$ cat src/rtl/bcd_timer_pkg.sv
// Shared types, widths and helpers for the BCD countdown timer.
package bcd_timer_pkg;

    localparam int unsigned BCD_DIGIT_W = 4;
    localparam logic [BCD_DIGIT_W-1:0] BCD_MAX = 4'd9;

    typedef enum logic [1:0] {
        IDLE   = 2'd0,
        RUN    = 2'd1,
        PAUSED = 2'd2,
        DONE   = 2'd3
    } state_e;

    // Saturate an out-of-range nibble to the largest legal BCD digit.
    function automatic logic [BCD_DIGIT_W-1:0] clamp_bcd(input logic [BCD_DIGIT_W-1:0] digit);
        return (digit > BCD_MAX) ? BCD_MAX : digit;
    endfunction

endpackage

$ cat src/rtl/bcd_digit_down.sv
// One BCD digit of the countdown: parallel load or decrement with 0 -> 9 wrap.
module bcd_digit_down
    import bcd_timer_pkg::*;
(
    input  logic                   clk,
    input  logic                   rst_n,
    input  logic                   ld,
    input  logic [BCD_DIGIT_W-1:0] ld_d,
    input  logic                   dec,
    output logic [BCD_DIGIT_W-1:0] d,
    output logic                   borrow
);

    logic [BCD_DIGIT_W-1:0] d_q;
    logic [BCD_DIGIT_W-1:0] d_d;

    // Next digit value: load wins over decrement.
    always_comb begin
        d_d = d_q;
        if (ld) begin
            d_d = ld_d;
        end else if (dec) begin
            d_d = (d_q == '0) ? BCD_MAX : d_q - BCD_DIGIT_W'(1);
        end
    end

    // Digit register.
    always_ff @(posedge clk or negedge rst_n) begin
        if (!rst_n) begin
            d_q <= '0;
        end else begin
            d_q <= d_d;
        end
    end

    assign d      = d_q;
    assign borrow = dec & (d_q == '0);

endmodule

$ cat src/rtl/bcd_down_timer.sv
// Presettable multi-digit BCD countdown timer with done pulse.
// Optional macro BCD_DOWN_TIMER_AUTO_RELOAD_EN: on reaching zero the count
// reloads the last loaded value and keeps running.
module bcd_down_timer
    import bcd_timer_pkg::*;
#(
    parameter int unsigned NUM_DIGITS = 4
) (
    input  logic                              clk,
    input  logic                              rst_n,
    input  logic                              load,
    input  logic [BCD_DIGIT_W*NUM_DIGITS-1:0] load_val,
    input  logic                              start,
    input  logic                              pause,
    input  logic                              tick,
    output logic [BCD_DIGIT_W*NUM_DIGITS-1:0] q,
    output logic                              running,
    output logic                              zero,
    output logic                              done
);

    localparam int unsigned CNT_W = BCD_DIGIT_W * NUM_DIGITS;

    state_e             state_q;
    state_e             state_d;
    logic               done_q;
    logic               done_d;
    logic               running_q;
    logic               ld_c;
    logic [CNT_W-1:0]   ld_val_c;
    logic [CNT_W-1:0]   load_clamped_c;
    logic [CNT_W-1:0]   term_val_c;
    logic               dec0_c;
    logic               zero_c;
    logic               terminal_c;
    logic [NUM_DIGITS:0] dec_chain;

    assign zero_c     = (q == '0);
    assign terminal_c = (q == CNT_W'(1));

    // Clamp every nibble of the preset to a legal BCD digit.
    always_comb begin
        load_clamped_c = '0;
        for (int i = 0; i < NUM_DIGITS; i++) begin
            load_clamped_c[i*BCD_DIGIT_W +: BCD_DIGIT_W] =
                clamp_bcd(load_val[i*BCD_DIGIT_W +: BCD_DIGIT_W]);
        end
    end

`ifdef BCD_DOWN_TIMER_AUTO_RELOAD_EN
    logic [CNT_W-1:0] reload_q;

    // Remember the most recent clamped preset for auto-reload.
    always_ff @(posedge clk or negedge rst_n) begin
        if (!rst_n) begin
            reload_q <= '0;
        end else if (load) begin
            reload_q <= load_clamped_c;
        end
    end

    assign term_val_c = reload_q;
`else
    assign term_val_c = '0;
`endif

    // Next state, digit load/decrement control; priority load > pause > start > tick.
    always_comb begin
        state_d  = state_q;
        done_d   = 1'b0;
        ld_c     = 1'b0;
        ld_val_c = '0;
        dec0_c   = 1'b0;
        if (load) begin
            state_d  = IDLE;
            ld_c     = 1'b1;
            ld_val_c = load_clamped_c;
        end else begin
            unique case (state_q)
                IDLE, PAUSED: begin
                    if (start && !zero_c) begin
                        state_d = RUN;
                    end
                end
                RUN: begin
                    if (pause) begin
                        state_d = PAUSED;
                    end else if (tick && !zero_c) begin
                        if (terminal_c) begin
                            // Final step goes through the load path: to zero, or to the reload value.
                            ld_c     = 1'b1;
                            ld_val_c = term_val_c;
                            done_d   = 1'b1;
                            state_d  = (term_val_c == '0) ? DONE : RUN;
                        end else begin
                            dec0_c = 1'b1;
                        end
                    end
                end
                DONE: begin
                    state_d = DONE;
                end
                default: begin
                    state_d = IDLE;
                end
            endcase
        end
    end

    // State and registered status outputs.
    always_ff @(posedge clk or negedge rst_n) begin
        if (!rst_n) begin
            state_q   <= IDLE;
            done_q    <= 1'b0;
            running_q <= 1'b0;
        end else begin
            state_q   <= state_d;
            done_q    <= done_d;
            running_q <= (state_d == RUN);
        end
    end

    assign dec_chain[0] = dec0_c;

    // Digit chain: each digit decrements on the borrow of the one below it.
    for (genvar gi = 0; gi < NUM_DIGITS; gi++) begin : g_digit
        bcd_digit_down u_digit (
            .clk    (clk),
            .rst_n  (rst_n),
            .ld     (ld_c),
            .ld_d   (ld_val_c[gi*BCD_DIGIT_W +: BCD_DIGIT_W]),
            .dec    (dec_chain[gi]),
            .d      (q[gi*BCD_DIGIT_W +: BCD_DIGIT_W]),
            .borrow (dec_chain[gi+1])
        );
    end

    // A borrow out of the top digit would mean zero was decremented.
    no_underflow_a: assert property (@(posedge clk) disable iff (!rst_n) !dec_chain[NUM_DIGITS]);

    assign running = running_q;
    assign done    = done_q;
    assign zero    = zero_c;

endmodule

$ cat config.mk
export PLATFORM = sky130hd
export DESIGN_NAME = bcd_down_timer
export DESIGN_NICKNAME = d
export VERILOG_FILES = /design/src/rtl/bcd_timer_pkg.sv /design/src/rtl/bcd_digit_down.sv /design/src/rtl/bcd_down_timer.sv
export SDC_FILE = /design/constraint.sdc
export NUM_CORES = 1
export LEC_CHECK = 0
export BUFFER_PORTS_ARGS = -buffer_cell sky130_fd_sc_hd__buf_2
export CORE_ASPECT_RATIO = 0.8
export CORE_MARGIN = 10
export CORE_UTILIZATION = 35
export CTS_BUF_LIST = sky130_fd_sc_hd__clkbuf_4 sky130_fd_sc_hd__clkbuf_8 sky130_fd_sc_hd__clkbuf_16
export CTS_CLUSTER_SIZE = 14
export DETAILED_ROUTE_END_ITERATION = 8
export HOLD_SLACK_MARGIN = 0.06
export PLACE_DENSITY = 0.68
export SLEW_MARGIN = 5
export SYNTH_ARGS = -nofsm -noshare
export SYNTH_HDL_FRONTEND = slang
export SYNTH_HIERARCHICAL = 1
export SYNTH_SLANG_ARGS = --single-unit
$ cat constraint.sdc
create_clock -name clk -period 3.68 [get_ports clk]
set_input_delay 0.184 -clock clk [delete_from_list [all_inputs] [get_ports clk]]
set_output_delay 0.184 -clock clk [all_outputs]
set_load 0.005 [all_outputs]
# Yosys cells after proc, flatten, opt, wreduce, memory -nomap -nowiden
# Cells that the tools add are included.
# op_classes
add_sub_neg,4
n_mul,0
div,0
magnitude_cmp,4
eq_ne,5
shifts,0
mux,34
n_bitwise,3
n_reduce_logical,14
# ops
cell,count
$mux 4,16
$eq 16x1->1 const B,1
$gt 4x4->1 const B,4
$logic_not 16->1,1
$logic_not 4->1,4
$mux 16,1
$sub 4x1->4 const B,4
$mux 1,11
$mux 2,5
$reduce_bool 2->1,4
$pmux 2 s3,1
$eq 2x1->1 const B,2
$eq 2x2->1 const B,2
$and 1x1->1,3
$logic_and 1x1->1,2
$logic_not 2->1,1
$reduce_or 2->1,1
$logic_not 1->1,1
# word_totals
reg_bits,20
latchBits,0
ram_bits,0
rom_bits,0
input_bits,22
out_inout_bits,19
mem_count,0

# Logic depth before layout (Yosys ltp)
# Gate-level depths: netlist of the first run.
# logic_depth
ltp_word,12
mapped_depth,12
ltp_nobuf,12

# Hierarchy
# The synthesis of the first run kept the hierarchy.
# modules_own_cells
mod,instances,cells_each,area_per_inst_um2,seq_area_each_um2
bcd_digit_down,4,22,231.5,100.1
bcd_down_timer,1,55,390.4,100.1

# Least setup slack after synthesis of the first run
# OpenSTA, ideal clock, no wires.
# synth_timing
path_type,register to register
startpoint,register g_digit[2].u_digit.d_q[0]
endpoint,register g_digit[3].u_digit.d_q[2]
arrival_time_ns,3.323
path_slack_ns,0.178
stages_incl_launch_ff,13
synth_period_minus_slack_ns,3.502
cell_sequence,dfrtp_1 > nor3_1 > nand4_1 > nor4bb_1 > nor4b_4 > nor2b_1 > nor4b_4 > nor2b_1 > nor4b_4 > nor2b_1 > nor3b_2 > mux2i_1 > o21ai_0
# synth_via
elab_chain_len,11
elab_cells_between_ends,20
cone_classes,eq/ne: 1; mux: 11; bitwise: 3; reduce/logical: 5
# synth_lines
item,line_no,rtl
start: declaration,bcd_digit_down.sv:14,logic [BCD_DIGIT_W-1:0] d_q;
start signal: assignment,bcd_digit_down.sv:30,d_q <= '0;
start signal: assignment,bcd_digit_down.sv:32,d_q <= d_d;
$logic_not 16->1,bcd_down_timer.sv:38,assign zero_c = (q == '0);
$logic_not 1->1,bcd_down_timer.sv:88,end else if (tick && !zero_c) begin
$logic_and 1x1->1,bcd_down_timer.sv:88,
$mux 1 (*),bcd_down_timer.sv:88,
$mux 1 (*),bcd_down_timer.sv:86,if (pause) begin
$mux 1 (*),bcd_down_timer.sv:79,unique case (state_q)
$mux 1 (*),bcd_down_timer.sv:74,if (load) begin
net dec0_c,bcd_down_timer.sv:33,logic dec0_c;
$and 1x1->1 (*),bcd_digit_down.sv:37,assign borrow = dec & (d_q == '0);
net dec_chain[1],bcd_down_timer.sv:36,logic [NUM_DIGITS:0] dec_chain;
$and 1x1->1 (*),bcd_digit_down.sv:37,
net dec_chain[2],bcd_down_timer.sv:36,
$and 1x1->1 (*),bcd_digit_down.sv:37,
net dec_chain[3],bcd_down_timer.sv:36,
$reduce_bool 2->1 (no source line) (*),--,
end signal: assignment,bcd_digit_down.sv:30,
end signal: assignment,bcd_digit_down.sv:32,
end: declaration,bcd_digit_down.sv:14,
# Mark *: on every way through the listed nets, which the timed path passes. The rest lies on a longest branch.
# A chain may end at the register's enable or synchronous reset.

# Worst setup path in the final report of the first run
# layout_timing
startpoint,register g_digit[1].u_digit.d_q[0]
endpoint,register g_digit[3].u_digit.d_q[2]
# layout_via
elab_chain_len,11
elab_cells_between_ends,20
cone_classes,eq/ne: 1; mux: 11; bitwise: 3; reduce/logical: 5
# layout_lines
item,line_no
start: declaration,bcd_digit_down.sv:14
start signal: assignment,bcd_digit_down.sv:30
start signal: assignment,bcd_digit_down.sv:32
$logic_not 16->1,bcd_down_timer.sv:38
$logic_not 1->1,bcd_down_timer.sv:88
$logic_and 1x1->1,bcd_down_timer.sv:88
$mux 1 (*),bcd_down_timer.sv:88
$mux 1 (*),bcd_down_timer.sv:86
$mux 1 (*),bcd_down_timer.sv:79
$mux 1 (*),bcd_down_timer.sv:74
net dec0_c,bcd_down_timer.sv:33
$and 1x1->1 (*),bcd_digit_down.sv:37
net dec_chain[1],bcd_down_timer.sv:36
$and 1x1->1 (*),bcd_digit_down.sv:37
net dec_chain[2],bcd_down_timer.sv:36
$and 1x1->1 (*),bcd_digit_down.sv:37
net dec_chain[3],bcd_down_timer.sv:36
$reduce_bool 2->1 (no source line) (*),--
# Marks and branches as above.

==> results.txt, run 1 <==
status: finished clean
clock network fraction of design power: 27.6%
hold path start: load_val[3]
Cells after Synth: 142
Die W: 88.4 um
Via density: 5.09
post-route cell area: 1650 um^2
final cell count without fillers: 230
register share of total power: 53.3%
post-synthesis area per instance: 9.23 um^2
CP Launch Type: flip-flop
gr ovfl total: 0
Hold Vio Cnt, Final: 0
CTS tree: done
antenna violations before repair: 0
RSZ-0062 raised after global routing: no
placed cell area: 1580 um^2
cts bufs inserted: 3
Skew-Pair Late Insertion Delay: 0.25 ns
chip height: 74.7 um
HPWL Detailed: 2.65 mm
Int Pwr: 0.000358 W
share of cells above drive strength 1: 31.4%
Routed wire per std cell: 14.6 um
Worst-Margin Slew: 0.466 ns
synth warn: 6
crit-path max cell delay: 0.50 ns
post-route ant nets: 0
Synth Net Count: 164
initial DRC count: 54
CTS Root Cell: clkbuf_8
Max Slew Vio Count: 0
peak supply drop: 122 uV
Core Box Area: 3520 um^2
first-pass GRT wire length: 5.49 mm
NetSw: 0.000145 W
IO Pins: 41
CP most frequent cell: nor4b_4
CP max-delay cell: dfrtp_1
Critical Path Sink Type: flip-flop
All-Layer GR Usage: 10.3%
H-tree depth: 1
slew margin rel.: 68.9%
WP data required: 3.82 ns
Leak: 0.702 nW
Critical Path Fanout Max: 6
maximum root-to-sink buffer count: 2
max-cap violations: 0
fin nets: 212
Worst-path clk slew: 0.07 ns
Detailed Routing Iterations Pass 1: 4
critical-path cell list: nor4_1 -> nand4_1 -> nor4bb_2 -> nor4b_4 -> nor2b_1 -> nor4b_4 -> nor2b_2 -> nor4b_4 -> nor2b_2 -> nor3b_2 -> mux2i_1 -> o21ai_0
final setup violation count: 0
critical path's top delay family: simple AND/OR/NAND/NOR gates
period utilisation layout: 91.1%
P&R area growth vs syn: 25.7%
switching power share of the total: 28.8%
largest net degree at the start of global routing: 21
synthesized area: 1310 um^2
crit path time final: 3.35 ns
clk sinks: 20
clk_skew: 0.00282 ns
Initial Util: 37.2%
row count: 19
crit path from: g_digit[1].u_digit/d[0]
CP Buf/Inv Count: 0
# diodes: 0
drt drc: 0
PnR worst setup slack: 0.329 ns
Place WS: 0.151 ns
Port Buffer Count: 40
RD Place Congestion: 0.778
power density cells: 305 nW/um^2
fmax: 298 MHz
Comb pwr share: 19.2%
crit path kind: reg -> reg
Die Area: 6610 um^2
vias in the first global route: 1,180
R2R Path Start: g_digit[1].u_digit/d[0]
Hold Crit Class: in -> reg
Tot Pwr: 0.000502 W
via count: 1,170
WP data arrival: 3.49 ns
placed cells: 226
final WL: 3.35 mm
TNS Setup: 0 ns
state kept, by name, indices dropped and copies added, names as in the netlist:
register and flops:
done 1, g_digit.u_digit/d 16, running 1, state_q 2
power groups by stage:
stage          clock (W)  combinational, W  sequential, W
2_1_floorplan          0         0.0000492       0.000268
4_1_cts         0.000146         0.0000975       0.000267
3_5_place_dp           0         0.0000959       0.000272
5_1_grt         0.000155          0.000110       0.000271
6_report        0.000138         0.0000962       0.000268
3_3_place_gp           0         0.0000958       0.000271
metrics by stage:
stage | hold slack (ns) | utilization [%]
2_1_floorplan | -0.112 | -
3_3_place_gp | 0.158 | 45.0
3_5_place_dp | 0.160 | 45.0
4_1_cts | 0.238 | 46.5
5_1_grt | 0.255 | 46.8
6_report | 0.243 | 46.8
repair_timing:
item                                    4_1_cts  5_1_grt
gates resized for setup                       0        3
hold buffers                                  1        0
buffers inserted                              0        0
endpoints found under the setup margin        0        3
hold endpoints to repair                     20        0
cells in the final DEF, fill, tap and decap left out, types with 5 or more instances in the layout:
cell and count:
dfrtp_1 20, nor2b_1 5, xnor2_1 8, nor3b_1 8, buf_2 40, inv_1 7, nand2_1 14, a21oi_1 14
o21ai_1 5, o21ai_0 19
metal layers:
layer | global-route usage (%) | share of wire [%] | vias to the layer above | wire (um)
li1 | - | - | 590 | -
met1 | 13.0 | 49 | 551 | 1630
met2 | 16.4 | 45 | 25 | 1500
met3 | 3.24 | 5.6 | 4 | 186
met4 | 3.04 | 1.0 | 0 | 34
met5 | 0 | 0 | - | 0
worst min-delay path, stage by stage:
cell and delay [ns]:
buf_2 0.11, nor3b_1 0.05, nand2_1 0.04, o21ai_0 0.07
path summary, 6_finish.rpt:
path | slack, ns | to | cells after the start
max | 0.33 | g_digit[3].u_digit/d[2] | 12
min | 0.24 | g_digit[0].u_digit/d[2] | 4
max reg2reg | 0.33 | g_digit[3].u_digit/d[2] | 12
min reg2reg | 0.56 | state_q[1] | 1
max in group asynchronous | 2.96 | g_digit[2].u_digit/d[3] | 2
min in group asynchronous | 0.41 | g_digit[0].u_digit/d[1] | 2
final cells by class:
| type | count | area [um^2] |
|---|---|---|
| Tap cell | 42 | 52.6 |
| Sequential cell | 20 | 500 |
| Fill cell | 366 | 1870 |
| Clock buffer | 3 | 41.3 |
| Inverter | 7 | 26.3 |
| Multi-Input combinational cell | 113 | 786 |
| Timing Repair Buffer | 45 | 240 |
(Power assumes the default switching activity.)
==> inputs of run 2 (changes only) <==
==> constraint.sdc (replaced) <==
create_clock -name clk -period 3.68 [get_ports clk]
set_input_delay 0.368 -clock clk [delete_from_list [all_inputs] [get_ports clk]]
set_output_delay 0.368 -clock clk [all_outputs]
set_load 0.005 [all_outputs]
==> run 2 against run 1 <==
Effect of this change:
- critical path depth did not move
- sequential power fell by 1%
- worst hold slack got worse by 0.19 ns
- die area did not move
- clock skew fell by 0.0021 ns
- worst setup slack got worse by 0.011 ns
- non-clock buffer count rose by 1
- via count rose by 2.1%
- cell area barely moved
- final cell count rose by 0.43%
- first-iteration DRC count rose by 31%
- flip-flop and latch count did not move
==> results.txt, run 2 (synthesized netlist as in run 1, its figures left out) <==
TNS Setup: 0 ns
Via density: 5.17
Hold Vio Cnt, Final: 0
Max Slew Vio Count: 0
Worst Reg-to-Reg Cells: 12
RR Endpoint: g_digit[3].u_digit/d[2]
Routed wire per std cell: 15.1 um
final cell count without fillers: 231
fmax: 297 MHz
P&R area growth vs syn: 25.8%
R2R Path Start: g_digit[1].u_digit/d[0]
WP data arrival: 3.49 ns
peak supply drop: 145 uV
CTS Root Cell: clkbuf_8
Worst-path clk slew: 0.07 ns
max-cap violations: 0
Worst-Margin Slew: 0.475 ns
post-CTS setup buffers: 0
PnR worst setup slack: 0.318 ns
vias in the first global route: 1,205
clk sinks: 20
status: finished clean
max reg flops: 16
most frequent cells in the layout: 40 x buf_2, 20 x dfrtp_1, 19 x o21ai_0
WP data required: 3.81 ns
Port Buffer Count: 40
worst reg2reg setup slack: 0.32 ns
placed cells: 228
Initial Util: 37.2%
Place WS: 0.123 ns
Hold Crit Class: in -> async
Detailed Routing Iterations Pass 1: 4
RSZ-0062 raised after global routing: no
final WL: 3.48 mm
fin nets: 213
crit path kind: reg -> reg
crit path time final: 3.36 ns
via count: 1,194
row count: 19
CTS tree: done
HPWL Detailed: 2.68 mm
Critical Path Fanout Max: 6
post-route ant nets: 0
first-pass GRT wire length: 5.75 mm
largest net degree at the start of global routing: 21
share of cells above drive strength 1: 32.3%
initial DRC count: 71
final setup violation count: 0
CTS-repair resized insts: 0
slew margin rel.: 68.3%
post-route cell area: 1650 um^2
placed cell area: 1600 um^2
maximum root-to-sink buffer count: 2
chip height: 74.7 um
Hold Buf Count CTS: 0
All-Layer GR Usage: 10.7%
drt drc: 0
commonest non-fill, non-tap cell in the layout: buf_2
gr ovfl total: 0
IO Pins: 41
antenna violations before repair: 0
Core Box Area: 3520 um^2
Die W: 88.4 um
# diodes: 0
clk_skew: 0.000684 ns
Skew-Pair Late Insertion Delay: 0.25 ns
cts bufs inserted: 3
RD Place Congestion: 0.773
CP Launch Type: flip-flop
period utilisation layout: 91.4%
Leak: 0.707 nW
H-tree depth: 1
power density cells: 306 nW/um^2
Die Area: 6610 um^2
Critical Path Sink Type: flip-flop
## run 2: cell types whose count changed in the layout (fill, tap and decap cells not counted), sizes merged
cell,delta
dlygate4sd3,-1
buf,+2
## run 2: final cells by class
type,instances,area (um^2)
repair buffers,46,245
flip-flops and latches,20,500
multi-input cells,113,782
inverters,7,26.3
fillers,366,1870
clock buffers,3,41.3
well taps,42,52.6
## run 2: critical path, stage by stage, from the launching register on
cell and delay [ns]:
dfrtp_1 0.51, nor4_1 0.11, nand4_1 0.10, nor4bb_1 0.37, nor4b_4 0.29, nor2b_2 0.27, nor4b_4 0.26, nor2b_2 0.27
nor4b_4 0.25, nor2b_2 0.26, nor3b_2 0.25, mux2i_1 0.20, o21ai_0 0.09
## run 2: stage by stage
| stage | total power [W] | hold WS (ns) | utilization (%) |
|---|---|---|---|
| global placement | 0.000370 | 0.343 | 45.4 |
| finish | 0.000505 | 0.0571 | 46.8 |
| CTS | 0.000513 | 0.0666 | 46.6 |
| floorplan | 0.000317 | 0.0724 | - |
| detailed placement | 0.000371 | 0.344 | 45.4 |
| global route | 0.000542 | 0.0755 | 46.8 |
## run 2: power breakdown
| part | switching, W | total (W) | leakage [nW] | internal, W |
|---|---|---|---|---|
| clock network | 0.0000650 | 0.000138 | 0.0216 | 0.0000727 |
| logic | 0.0000520 | 0.000103 | 0.426 | 0.0000507 |
| registers | 0.0000284 | 0.000264 | 0.259 | 0.000236 |
## run 2: per-layer routing
layer | GRT usage (%) | share of wire [%] | up-vias
met4 | 2.15 | 0.92 | 0
met5 | 0 | 0 | -
met3 | 3.24 | 6.4 | 2
li1 | - | - | 596
met1 | 13.3 | 46 | 564
met2 | 18.0 | 47 | 32
## run 2: worst max path at each step
stage,cells past startpoint,slack [ns],end,startpoint
global placement,13,0.30,g_digit[3].u_digit/d[2],pause
global route,12,0.009,g_digit[3].u_digit/d[2],g_digit[1].u_digit/d[0]
finish,12,0.32,g_digit[3].u_digit/d[2],g_digit[1].u_digit/d[0]
CTS,12,0.10,g_digit[3].u_digit/d[2],g_digit[1].u_digit/d[0]
detailed placement,13,0.12,g_digit[3].u_digit/d[2],pause
floorplan,12,0.18,g_digit[3].u_digit/d[2],g_digit[2].u_digit/d[0]
==> inputs of run 3 (changes only) <==
Settings changed: ABC_AREA from default to 1, RECOVER_POWER from default to 50, TNS_END_PERCENT from default to 1.
==> run 3 against run 2 <==
Effect of this change:
- count of clock-buffer cells in the layout stayed put
- critical path type unchanged
- die area rose by 7.1%
- utilization down 2.4 points
==> results.txt, run 3 <==
CP Buf/Inv Count: 0
via count: 1,540
critical path's top delay family: simple AND/OR/NAND/NOR gates
Detailed Routing Iterations Pass 1: 4
synth warn: 6
fmax: 353 MHz
Die W: 91.6 um
WP data arrival: 2.98 ns
maximum root-to-sink buffer count: 2
post-CTS setup buffers: 0
Hold Buf Count CTS: 0
crit-path max cell delay: 0.49 ns
Worst-Margin Slew: 1.16 ns
Hold Vio Cnt, Final: 0
final setup violation count: 0
row count: 20
gr ovfl total: 0
P&R area growth vs syn: 20.2%
share of cells above drive strength 1: 20.6%
post-route cell area: 1720 um^2
CTS Root Cell: clkbuf_8
Multi-input gate area: 812 um^2
crit path time final: 2.83 ns
CTS-repair resized insts: 0
period utilisation layout: 76.9%
slew margin rel.: 22.8%
WP data required: 3.83 ns
crit path kind: reg -> reg
Via density: 4.71
RD Place Congestion: 0.901
post-synthesis area per instance: 6.21 um^2
clk_skew: 0.00681 ns
CP Launch Type: flip-flop
final WL: 3.75 mm
Worst-path clk slew: 0.08 ns
Critical Path Fanout Max: 7
post-route ant nets: 0
max-cap violations: 0
RSZ-0062 raised after global routing: no
peak supply drop: 159 uV
register area: 500 um^2
Hold Crit Class: in -> async
fin nets: 296
placed cells: 324
cts bufs inserted: 3
Max Slew Vio Count: 0
CTS tree: done
Die Area: 7070 um^2
final core occ: 44.4%
Cells after Synth: 231
power density cells: 333 nW/um^2
status: finished clean
Synth Net Count: 253
antenna violations before repair: 0
max reg flops: 16
Leak: 0.956 nW
HPWL Detailed: 2.98 mm
fillcell total: 397
final cell count without fillers: 327
Core Box Area: 3880 um^2
commonest non-fill, non-tap cell in the layout: nand2_1
WHS: 0.312 ns
largest net degree at the start of global routing: 21
Skew-Pair Late Insertion Delay: 0.26 ns
clk sinks: 20
# diodes: 0
H-tree depth: 1
chip height: 77.3 um
Routed wire per std cell: 11.5 um
Port Buffer Count: 40
TNS Setup: 0 ns
initial DRC count: 63
placed cell area: 1690 um^2
first-pass GRT wire length: 6.28 mm
drt drc: 0
most frequent cells in the layout: 83 x nand2_1, 40 x nor2_1, 33 x buf_2
IO Pins: 41
All-Layer GR Usage: 10.4%
critical-path cell list: nor2_1 -> nand2_1 -> nor2_2 -> nand2_2 -> nand3_1 -> nor3_1 -> nand2_1 -> nor2_1 -> nand2_1 -> nor2_1 -> nand2_1 -> nor2_1 -> nor2_1 -> a22oi_1 -> nand2_1
synthesized area: 1430 um^2
Initial Util: 37.0%
vias in the first global route: 1,393
Critical Path Sink Type: flip-flop
CP max-delay cell: dfrtp_1
run 3: final cells by class:
| type | count | share of cell area, % |
|---|---|---|
| inverters | 29 | 6.32 |
| flip-flops and latches | 20 | 29.0 |
| well taps | 55 | 3.99 |
| multi-input cells | 180 | 47.1 |
| repair buffers | 40 | 11.1 |
| clock buffers | 3 | 2.40 |
run 3: worst paths after layout:
| check | start | endpoint | slack, ns | depth (start not counted) |
|---|---|---|---|---|
| max in group asynchronous | rst_n | g_digit[3].u_digit/d[3] | 2.67 | 1 |
| hold / removal | rst_n | g_digit[0].u_digit/d[2] | 0.31 | 1 |
| setup / recovery | g_digit[1].u_digit/d[0] | g_digit[3].u_digit/d[2] | 0.85 | 15 |
| hold reg to reg | g_digit[1].u_digit/d[3] | g_digit[1].u_digit/d[3] | 0.57 | 2 |
| setup reg to reg | g_digit[1].u_digit/d[0] | g_digit[3].u_digit/d[2] | 0.85 | 15 |
| min in group clk | tick | done | 0.42 | 3 |
run 3: metrics by stage:
step | total power [W] | setup slack (ns)
floorplan | 0.000372 | 1.30
global placement | 0.000434 | 1.02
detailed placement | 0.000433 | 0.883
CTS | 0.000580 | 0.867
global route | 0.000614 | 0.494
finish | 0.000574 | 0.849
run 3: worst reg2reg max path, delay by kind of cell (launching register included):
kind	cells	cell delay, ns
AND/OR/NAND/NOR	14	2.04
AO/OA/AOI/OAI	1	0.19
flip-flops	1	0.49
run 3: where the power goes:
| group | internal (W) | leakage [nW] | switching, W |
|---|---|---|---|
| Combinational | 0.0000612 | 0.677 | 0.0000960 |
| Clock | 0.0000730 | 0.0216 | 0.0000746 |
| Sequential | 0.000239 | 0.257 | 0.0000301 |
run 3: layer usage:
| metal | up-vias | part of all wire [%] | global-route usage [%] |
|---|---|---|---|
| li1 | 814 | - | - |
| met1 | 686 | 49 | 13.5 |
| met2 | 36 | 45 | 16.9 |
| met3 | 4 | 5.0 | 2.43 |
| met4 | 0 | 0.96 | 2.66 |
| met5 | - | 0 | 0 |
